[config.mk]
export PLATFORM = sky130hd
export DESIGN_NAME = pixel_fifo_sc
export DESIGN_NICKNAME = d
export VERILOG_FILES = /design/src/rtl/pixel_fifo_sc.sv
export SDC_FILE = /design/constraint.sdc
export NUM_CORES = 1
export LEC_CHECK = 0
export BUFFER_PORTS_ARGS = -buffer_cell sky130_fd_sc_hd__buf_2
export CELL_PAD_IN_SITES_DETAIL_PLACEMENT = 0
export CELL_PAD_IN_SITES_GLOBAL_PLACEMENT = 1
export CORE_MARGIN = 4
export CORE_UTILIZATION = 54
export CTS_BUF_LIST = sky130_fd_sc_hd__clkbuf_4
export DETAILED_ROUTE_END_ITERATION = 6
export PLACE_DENSITY = 0.83
export SETUP_SLACK_MARGIN = 0.5
export SLEW_MARGIN = 20
export SYNTH_ARGS = -nofsm -noshare
export SYNTH_HDL_FRONTEND = slang
export SYNTH_SLANG_ARGS = --single-unit
[constraint.sdc]
create_clock -name clk -period 7.25 [get_ports clk]
set_input_delay 1.8125 -clock clk [delete_from_list [all_inputs] [get_ports clk]]
set_output_delay 1.8125 -clock clk [all_outputs]
set_load 0.02 [all_outputs]
[src/rtl/pixel_fifo_sc.sv]
// Single-clock pixel FIFO with a registered output pixel, fill-level reporting,
// almost-full throttling, synchronous flush and sticky overflow/underflow flags.
module pixel_fifo_sc #(
  parameter int CH_W      = 8,
  parameter int CHANNELS  = 3,
  parameter int ADDR_W    = 4,
  parameter int AF_MARGIN = 2
) (
  input  logic                     clk,
  input  logic                     rst,
  input  logic                     wr_en,
  input  logic [CH_W*CHANNELS-1:0] din,
  input  logic                     rd_fifo,
  input  logic                     flush,
  output logic [CH_W*CHANNELS-1:0] pixel,
  output logic                     pixel_valid,
  output logic                     full,
  output logic                     almost_full,
  output logic                     fifo_empty,
  output logic [ADDR_W:0]          level,
  output logic                     overflow,
  output logic                     underflow
);

  localparam int W     = CH_W * CHANNELS;
  localparam int DEPTH = 1 << ADDR_W;

  localparam logic [ADDR_W:0]   LVL_ZERO = {(ADDR_W+1){1'b0}};
  localparam logic [ADDR_W:0]   LVL_ONE  = {{ADDR_W{1'b0}}, 1'b1};
  localparam logic [ADDR_W:0]   LVL_FULL = (ADDR_W+1)'(DEPTH);
  localparam logic [ADDR_W:0]   LVL_AF   = (ADDR_W+1)'(DEPTH - AF_MARGIN);
  localparam logic [ADDR_W-1:0] PTR_ZERO = {ADDR_W{1'b0}};
  localparam logic [ADDR_W-1:0] PTR_ONE  = {{(ADDR_W-1){1'b0}}, 1'b1};
  localparam logic [W-1:0]      PIX_ZERO = {W{1'b0}};

  logic [W-1:0]      r_mem [DEPTH];
  logic [ADDR_W-1:0] r_wr_ptr;
  logic [ADDR_W-1:0] r_rd_ptr;
  logic [ADDR_W:0]   r_level;
  logic [W-1:0]      r_pixel;
  logic              r_pixel_valid;
  logic              r_overflow;
  logic              r_underflow;

  logic              w_empty;
  logic              w_full;
  logic              w_almost_full;
  logic              w_rd_acc;
  logic              w_wr_acc;
  logic              w_ovf_set;
  logic              w_unf_set;
  logic [ADDR_W:0]   w_level_nxt;

  // Status decode and request acceptance; flush masks every request.
  always_comb begin
    w_empty       = (r_level == LVL_ZERO);
    w_full        = (r_level == LVL_FULL);
    w_almost_full = (r_level >= LVL_AF);
    w_rd_acc      = 1'b0;
    w_wr_acc      = 1'b0;
    w_ovf_set     = 1'b0;
    w_unf_set     = 1'b0;
    if (flush) begin
      w_rd_acc  = 1'b0;
      w_wr_acc  = 1'b0;
      w_ovf_set = 1'b0;
      w_unf_set = 1'b0;
    end else begin
      // a write at full is still taken when a read frees a slot in the same cycle
      w_rd_acc  = rd_fifo & ~w_empty;
      w_wr_acc  = wr_en & (~w_full | w_rd_acc);
      w_ovf_set = wr_en & ~w_wr_acc;
      w_unf_set = rd_fifo & w_empty;
    end
  end

  // Next occupancy: a simultaneous push and pop leave the level unchanged.
  always_comb begin
    w_level_nxt = r_level;
    case ({w_wr_acc, w_rd_acc})
      2'b10:   w_level_nxt = r_level + LVL_ONE;
      2'b01:   w_level_nxt = r_level - LVL_ONE;
      default: w_level_nxt = r_level;
    endcase
  end

  // Storage array; contents are not reset and are don't-care after flush.
  always_ff @(posedge clk) begin
    if (w_wr_acc) begin
      r_mem[r_wr_ptr] <= din;
    end
  end

  // Pointers and level counter.
  always_ff @(posedge clk or posedge rst) begin
    if (rst) begin
      r_wr_ptr <= PTR_ZERO;
      r_rd_ptr <= PTR_ZERO;
      r_level  <= LVL_ZERO;
    end else if (flush) begin
      r_wr_ptr <= PTR_ZERO;
      r_rd_ptr <= PTR_ZERO;
      r_level  <= LVL_ZERO;
    end else begin
      if (w_wr_acc) begin
        r_wr_ptr <= r_wr_ptr + PTR_ONE;
      end
      if (w_rd_acc) begin
        r_rd_ptr <= r_rd_ptr + PTR_ONE;
      end
      r_level <= w_level_nxt;
    end
  end

  // Output pixel register; idle cycles show black.
  always_ff @(posedge clk or posedge rst) begin
    if (rst) begin
      r_pixel       <= PIX_ZERO;
      r_pixel_valid <= 1'b0;
    end else if (w_rd_acc) begin
      r_pixel       <= r_mem[r_rd_ptr];
      r_pixel_valid <= 1'b1;
    end else begin
      r_pixel       <= PIX_ZERO;
      r_pixel_valid <= 1'b0;
    end
  end

  // Sticky error flags, cleared only by flush or reset.
  always_ff @(posedge clk or posedge rst) begin
    if (rst) begin
      r_overflow  <= 1'b0;
      r_underflow <= 1'b0;
    end else if (flush) begin
      r_overflow  <= 1'b0;
      r_underflow <= 1'b0;
    end else begin
      r_overflow  <= r_overflow | w_ovf_set;
      r_underflow <= r_underflow | w_unf_set;
    end
  end

  assign pixel       = r_pixel;
  assign pixel_valid = r_pixel_valid;
  assign full        = w_full;
  assign almost_full = w_almost_full;
  assign fifo_empty  = w_empty;
  assign level       = r_level;
  assign overflow    = r_overflow;
  assign underflow   = r_underflow;

endmodule

## Yosys cells after proc, flatten, opt, wreduce, memory -nomap -nowiden

Memories as Yosys holds them, arrays and structs flattened.
Index checks and enable logic that the tools add are counted.

| storage, ports and cells | value |
|---|---|
| ROM bits | 0 |
| bits in writable memories | 384 |
| latch bits | 0 |
| output and inout port bits | 35 |
| register bits after elaboration | 40 |
| word-level logic and storage cells | 46 |
| bits of input ports | 29 |
| memories kept | 1 |

Memories:

| memory | words | bits a word | rd ports | clocked after Yosys merged registers in | wr ports | line | RTL |
|---|---|---|---|---|---|---|---|
| r_mem | 16 | 24 | 1 | 0 | 1 | 36 | `logic [W-1:0] r_mem [DEPTH];` |

| operators by class | value |
|---|---|
| divide/modulo/power cells | 0 |
| reduce and logical (&&, ||, !) cells | 4 |
| multiply operators | 0 |
| add/subtract/negate cells | 4 |
| equality and inequality tests | 3 |
| bitwise gates (word level) | 10 |
| shift operators | 0 |
| multiplexer cells | 16 |
| order comparisons | 1 |

Operators by type and width:

| kind | count |
|---|---|
| $mux 24 | 1 |
| $mux 4 | 4 |
| $pmux 5 s2 | 1 |
| $mux 1 | 9 |
| $add 4x1->4 const B | 2 |
| $add 5x1->5 const B | 1 |
| $eq 5x5->1 const B | 1 |
| $ge 5x4->1 const B | 1 |
| $logic_not 5->1 | 1 |
| $mux 5 | 1 |
| $sub 5x1->5 const B | 1 |
| $and 1x1->1 | 4 |
| $reduce_bool 2->1 | 2 |
| $not 1->1 | 3 |
| $or 1x1->1 | 3 |
| $reduce_bool 3->1 | 1 |
| $eq 2x1->1 const B | 1 |
| $eq 2x2->1 const B | 1 |

## Logic depth before layout (Yosys ltp)

| logic depth | value |
|---|---|
| depth after elaboration | 10 |
| mapped depth | 11 |
| depth with buffers taken out | 9 |

## Worst setup path before layout

Ideal clock, no wire load.

| timing | value |
|---|---|
| path type | in2reg |
| from | input rd_fifo |
| to | memory r_mem[12][0] in the netlist's numbering, enable pin |
| arrival | 3.589 ns |
| path buffers | 1 |
| required time | 6.845 ns |
| setup time | 0.405 ns |
| stages on the path | 4 |
| path slack | 3.257 ns |
| cells stage by stage | buf_1 o31a_1 nand2_1 nor2_1 |

| between the ends | value |
|---|---|
| word-level cells in the longest chain between the ends | 6 |

RTL lines:

| item | line | RTL |
|---|---|---|
| start: declaration | 13 | `input logic rd_fifo,` |
| $and 1x1->1 | 70 | `w_rd_acc = rd_fifo & ~w_empty;` |
| $or 1x1->1 | 71 | `w_wr_acc = wr_en & (~w_full \| w_rd_acc);` |
| $and 1x1->1 | 71 |  |
| $mux 1 | 63 | `if (flush) begin` |
| $mux 1 | 89 | `if (w_wr_acc) begin` |
| $mux 1 (not written as such) | 90 | `r_mem[r_wr_ptr] <= din;` |
| end: declaration | 36 |  |

Every way passes these cells.

## Worst setup path after layout

| timing | value |
|---|---|
| from | register r_level[1] (netlist: level[1]) |
| to | output fifo_empty |

| between the ends | value |
|---|---|
| word-level cells in the longest chain between the ends | 1 |

RTL lines:

| item | line | RTL |
|---|---|---|
| start: declaration | 39 | `logic [ADDR_W:0] r_level;` |
| start signal: assignment | 111 | `r_level <= w_level_nxt;` |
| $logic_not 5->1 | 56 | `w_empty = (r_level == LVL_ZERO);` |
| end: declaration | 19 | `output logic fifo_empty,` |

Every way passes these cells.

==> results.py <==
metrics = {
    "run_status": {
        "outcome": "finished, final reports clean",
    },
    "global_route": {
        "gr-total-overflow": 0,
        "maximum_number_of_pins_on_one_net_before_global_route_repair": 62,
        "grt_antenna_before_repair": 1,
        "grt_usage_pct": 19.1,
        "first_pass_grt_wire_length_um": 48400,
        "grt_pass1_vias": 8393,
    },
    "pwr": {
        "pwr-share-clk_pct": 35.1,
        "share_seq_of_total_power_pct": 49.8,
        "power.switching_fraction_pct": 25.6,
        "cellLeakagePower_uw": 0.00609,
        "internal-power_uw": 4210,
        "power.density_nw_per_um2": 304,
        "worst_vdd_ir_mv": 0.139,
        "switchingPower_uw": 1450,
        "report.power.total_uw": 5660,
        "pwr-share-comb_pct": 15.1,
    },
    "clocking": {
        "worst_skew_pair.late_latency_ps": 730,
        "cts.repair.resized": 0,
        "clk_transition_reported_paths_ps": 60,
        "cts_hold_buffers": 0,
        "tritoncts": "done",
        "post_cts.repair.setup_buffers": 0,
        "clock_tree.root_cell": "sky130_fd_sc_hd__clkbuf_4",
        "cts_buffers": 105,
        "clock_h_tree_levels": 3,
        "max-clock-path-buffers": 3,
        "clock_sink_count": 424,
    },
    "logic_synthesis": {
        "synth_enable_flop_cells": 384,
        "post_synthesis_register_bit_count": 424,
        "synthesis.instances": 782,
        "post_synth_instance_area_sq_um": 16500,
        "synthesis.area_per_instance_sq_um": 21.1,
        "dominantRegCellSynth": "sky130_fd_sc_hd__edfxtp_1",
        "synth_async_sr_flop_share_pct": 9.43,
        "yosysUniqueCellTypes": 44,
        "synth_warnings": 0,
        "postSynthNetCount": 818,
        "ys_seq_area_share_pct": 76.1,
    },
    "floorplanning": {
        "die_w_um": 183,
        "core_area_sq_um": 29900,
        "die_h_um": 183,
        "ioPinCount": 64,
        "placement_rows": 63,
        "starting_density_pct": 55.1,
        "fp.dieArea_sq_um": 33400,
    },
    "placement": {
        "detailedPlace.worstSlack_ps": 3100,
        "port_buffers": 63,
        "dpl.hpwl_um": 16300,
        "gp_congestion": 0.751,
    },
    "final_layout": {
        "num-fill-cells": 2081,
        "layout-area-overhead-vs-synth_pct": 12.9,
        "drive_above_1_share_pct": 36.5,
        "finish.net_count": 946,
    },
    "worst_setup_path": {
        "cp_slowest_stage_delay_ps": 680,
        "worst_path_dominant_cell_family": "simple AND/OR/NAND/NOR gates",
        "critPathArrivalTime_ps": 2350,
        "critical_path.startpoint_type": "flip-flop",
        "timing_worst_setup_path_type": "reg -> out",
        "critical_path.max_fanout": 11,
        "worst_setup_end_kind": "output port",
        "crit_buf_inv": 1,
        "critPathRequiredTime_ps": 5440,
        "critical-path-slowest-cell": "sky130_fd_sc_hd__or4_4",
        "critical_path.cell_chain": "or4_4 > nor2_1 > buf_2",
    },
    "sta": {
        "setup_ws_ps": 3090,
        "clock.fmax_ghz": 0.240,
        "finalSetupViolations": 0,
        "clock_skew_ps": 39.6,
        "final-hold-violation-count": 0,
        "unrepaired_setup_endpoints_after_global_routing": "false",
        "setup-tns-final_ps": 0,
        "worst_slew_margin_rel_pct": 32.5,
        "finalCritPeriodShare_pct": 57.4,
        "report.final.slew_viol_count": 0,
        "layout_min_cycle_time_ps": 4160,
        "tightestPinTransition_ps": 1010,
    },
    "flow_run": {
        "timing.max_cap.violations": 0,
    },
    "routing": {
        "detail_route.wirelength_um": 30800,
        "detail_route.iter0.violations": 668,
        "routed_via_density": 5.76,
        "drc": 0,
        "first_pass_iters": 5,
        "drt.antenna.violating_nets": 0,
        "routedWlPerCell_um": 22.2,
        "routed-via-count": 8007,
    },
    "worst_hold_path": {
        "timing.hold.worst.class": "reg -> reg",
    },
}
## area by class of cell
type,count,area [sq um],area share [%]
multi-input combinational,307,3810,20.5
timing repair buffer,67,345,1.86
sequential,424,12500,67.4
clock buffer,160,1200,6.46
tap,390,488,2.62
antenna,1,2.50,0.0134
clock inverter,35,194,1.04
inverter,5,20.0,0.108
## flip-flops by register name (all words and copies together) (netlist names)
register,cells
r_mem,384
pixel,24
level,5
r_rd_ptr,4
r_wr_ptr,4
overflow,1
pixel_valid,1
underflow,1
## logic make-up (layout without fill, tap and decap cells)
logic type / Yosys count / in the layout / synth area share [%]
and+or+nand+nor: 93 / 93 / 3.05
adders and majority gates: 7 / 7 / 0.532
xor gates and xnor gates: 7 / 7 / 0.372
AOI/OAI and AO/OA: 74 / 74 / 3.47
DFF: 424 / 424 / 76.1
other: 0 / 1 / 0
muxes: 126 / 126 / 15.0
buffers and inverters: 51 / 267 / 1.55
## metal layers
layer / part of all wire [%] / track usage [%] / vias to the layer above
met4: 1.2 / 5.67 / 0
met5: 0 / 0 / -
met2: 51 / 31.0 / 233
met3: 4.9 / 3.93 / 34
met1: 43 / 26.7 / 4175
li1: - / - / 3565
## worst paths after layout
| check | startpoint | end | slack (ps) | cells past startpoint |
|---|---|---|---|---|
| max | level[1]$_DFFE_PP0P_ | fifo_empty | 3090 | 3 |
| min | overflow$_DFF_PP0_ | overflow$_DFF_PP0_ | 490 | 2 |
| max reg2reg | level[1]$_DFFE_PP0P_ | level[4]$_DFFE_PP0P_ | 4220 | 9 |
| min reg2reg | overflow$_DFF_PP0_ | overflow$_DFF_PP0_ | 490 | 2 |
| max in group asynchronous | rst | r_rd_ptr[3]$_DFFE_PP0P_ | 5440 | 2 |
| min in group asynchronous | rst | pixel[2]$_DFF_PP0_ | 1210 | 2 |
## stage by stage
step                      cells  utilization [%]  hold slack, ps  cell area [sq um]
final                      1389             62.3             494              18600
after global routing       1389             62.3             545              18600
after CTS                  1388             62.3             495              18600
after detailed placement   1193             57.6             479              17200
after global placement     1193             57.6             480              17200
after floorplan             782                -             551              16500
## worst register-to-register path: stages (launching register included)
cell and delay (ps):
sky130_fd_sc_hd__dfrtp_1 500, sky130_fd_sc_hd__or4_4 690, sky130_fd_sc_hd__nor2_1 250, sky130_fd_sc_hd__nor2_1 100
sky130_fd_sc_hd__mux2_2 270, sky130_fd_sc_hd__ha_1 230, sky130_fd_sc_hd__or3_1 310, sky130_fd_sc_hd__a21oi_1 290
sky130_fd_sc_hd__o2bb2ai_1 160, sky130_fd_sc_hd__o221ai_1 120
## cells in the mapped netlist, types with 2 or more instances
cell type / count / share of area (%)
sky130_fd_sc_hd__edfxtp_1: 384 / 70
sky130_fd_sc_hd__mux4_2: 96 / 13
sky130_fd_sc_hd__a211oi_1: 49 / 2.2
sky130_fd_sc_hd__dfrtp_1: 40 / 6.1
sky130_fd_sc_hd__nor2_1: 34 / 0.77
sky130_fd_sc_hd__nor2b_1: 28 / 1.1
sky130_fd_sc_hd__mux2i_1: 27 / 1.6
sky130_fd_sc_hd__clkbuf_1: 21 / 0.48
sky130_fd_sc_hd__buf_4: 10 / 0.46
sky130_fd_sc_hd__buf_2: 9 / 0.27
sky130_fd_sc_hd__nand2_1: 8 / 0.18
sky130_fd_sc_hd__ha_1: 7 / 0.53
sky130_fd_sc_hd__a21oi_1: 6 / 0.18
sky130_fd_sc_hd__inv_1: 5 / 0.11
sky130_fd_sc_hd__xor2_1: 5 / 0.27
sky130_fd_sc_hd__buf_1: 4 / 0.091
sky130_fd_sc_hd__nand3_1: 4 / 0.12
sky130_fd_sc_hd__mux2_2: 3 / 0.21
sky130_fd_sc_hd__nand2b_1: 3 / 0.11
sky130_fd_sc_hd__nor3_1: 3 / 0.091
sky130_fd_sc_hd__o211ai_1: 3 / 0.14
sky130_fd_sc_hd__o21ai_0: 3 / 0.091
sky130_fd_sc_hd__a31oi_1: 2 / 0.076
sky130_fd_sc_hd__and3_1: 2 / 0.076
sky130_fd_sc_hd__buf_6: 2 / 0.14
sky130_fd_sc_hd__nand3b_1: 2 / 0.091
sky130_fd_sc_hd__o21ai_2: 2 / 0.11
sky130_fd_sc_hd__or3_1: 2 / 0.076
sky130_fd_sc_hd__or3b_2: 2 / 0.11
sky130_fd_sc_hd__xnor2_1: 2 / 0.11
## cells in the final DEF (no fill, tap or decap), drive strengths merged, types with 2 or more instances in the layout
master	synthesis	routed
edfxtp	384	384
clkbuf	21	160
mux4	96	96
buf	25	67
a211oi	49	49
dfrtp	40	40
nor2	34	34
clkinv	0	31
nor2b	28	28
mux2i	27	27
nand2	8	8
ha	7	7
a21oi	6	6
xor2	5	5
inv	5	5
o21ai	5	5
nand3	4	4
o211ai	4	4
mux2	3	3
nand2b	3	3
nor3	3	3
or3b	2	2
xnor2	2	2
nand3b	2	2
or3	2	2
a31oi	2	2
and3	2	2
bufinv	0	2
clkinvlp	0	2
o311ai	2	2
## power groups by stage
| stage | Sequential [uW] | Clock (uW) | Combinational, uW |
|---|---|---|---|
| after floorplan | 2860 | 0 | 681 |
| after global placement | 2870 | 0 | 860 |
| after detailed placement | 2870 | 0 | 868 |
| after CTS | 2820 | 2030 | 870 |
| after global routing | 2830 | 2190 | 931 |
| final | 2820 | 1980 | 856 |
No activity file was read; power rests on OpenSTA's default activity.
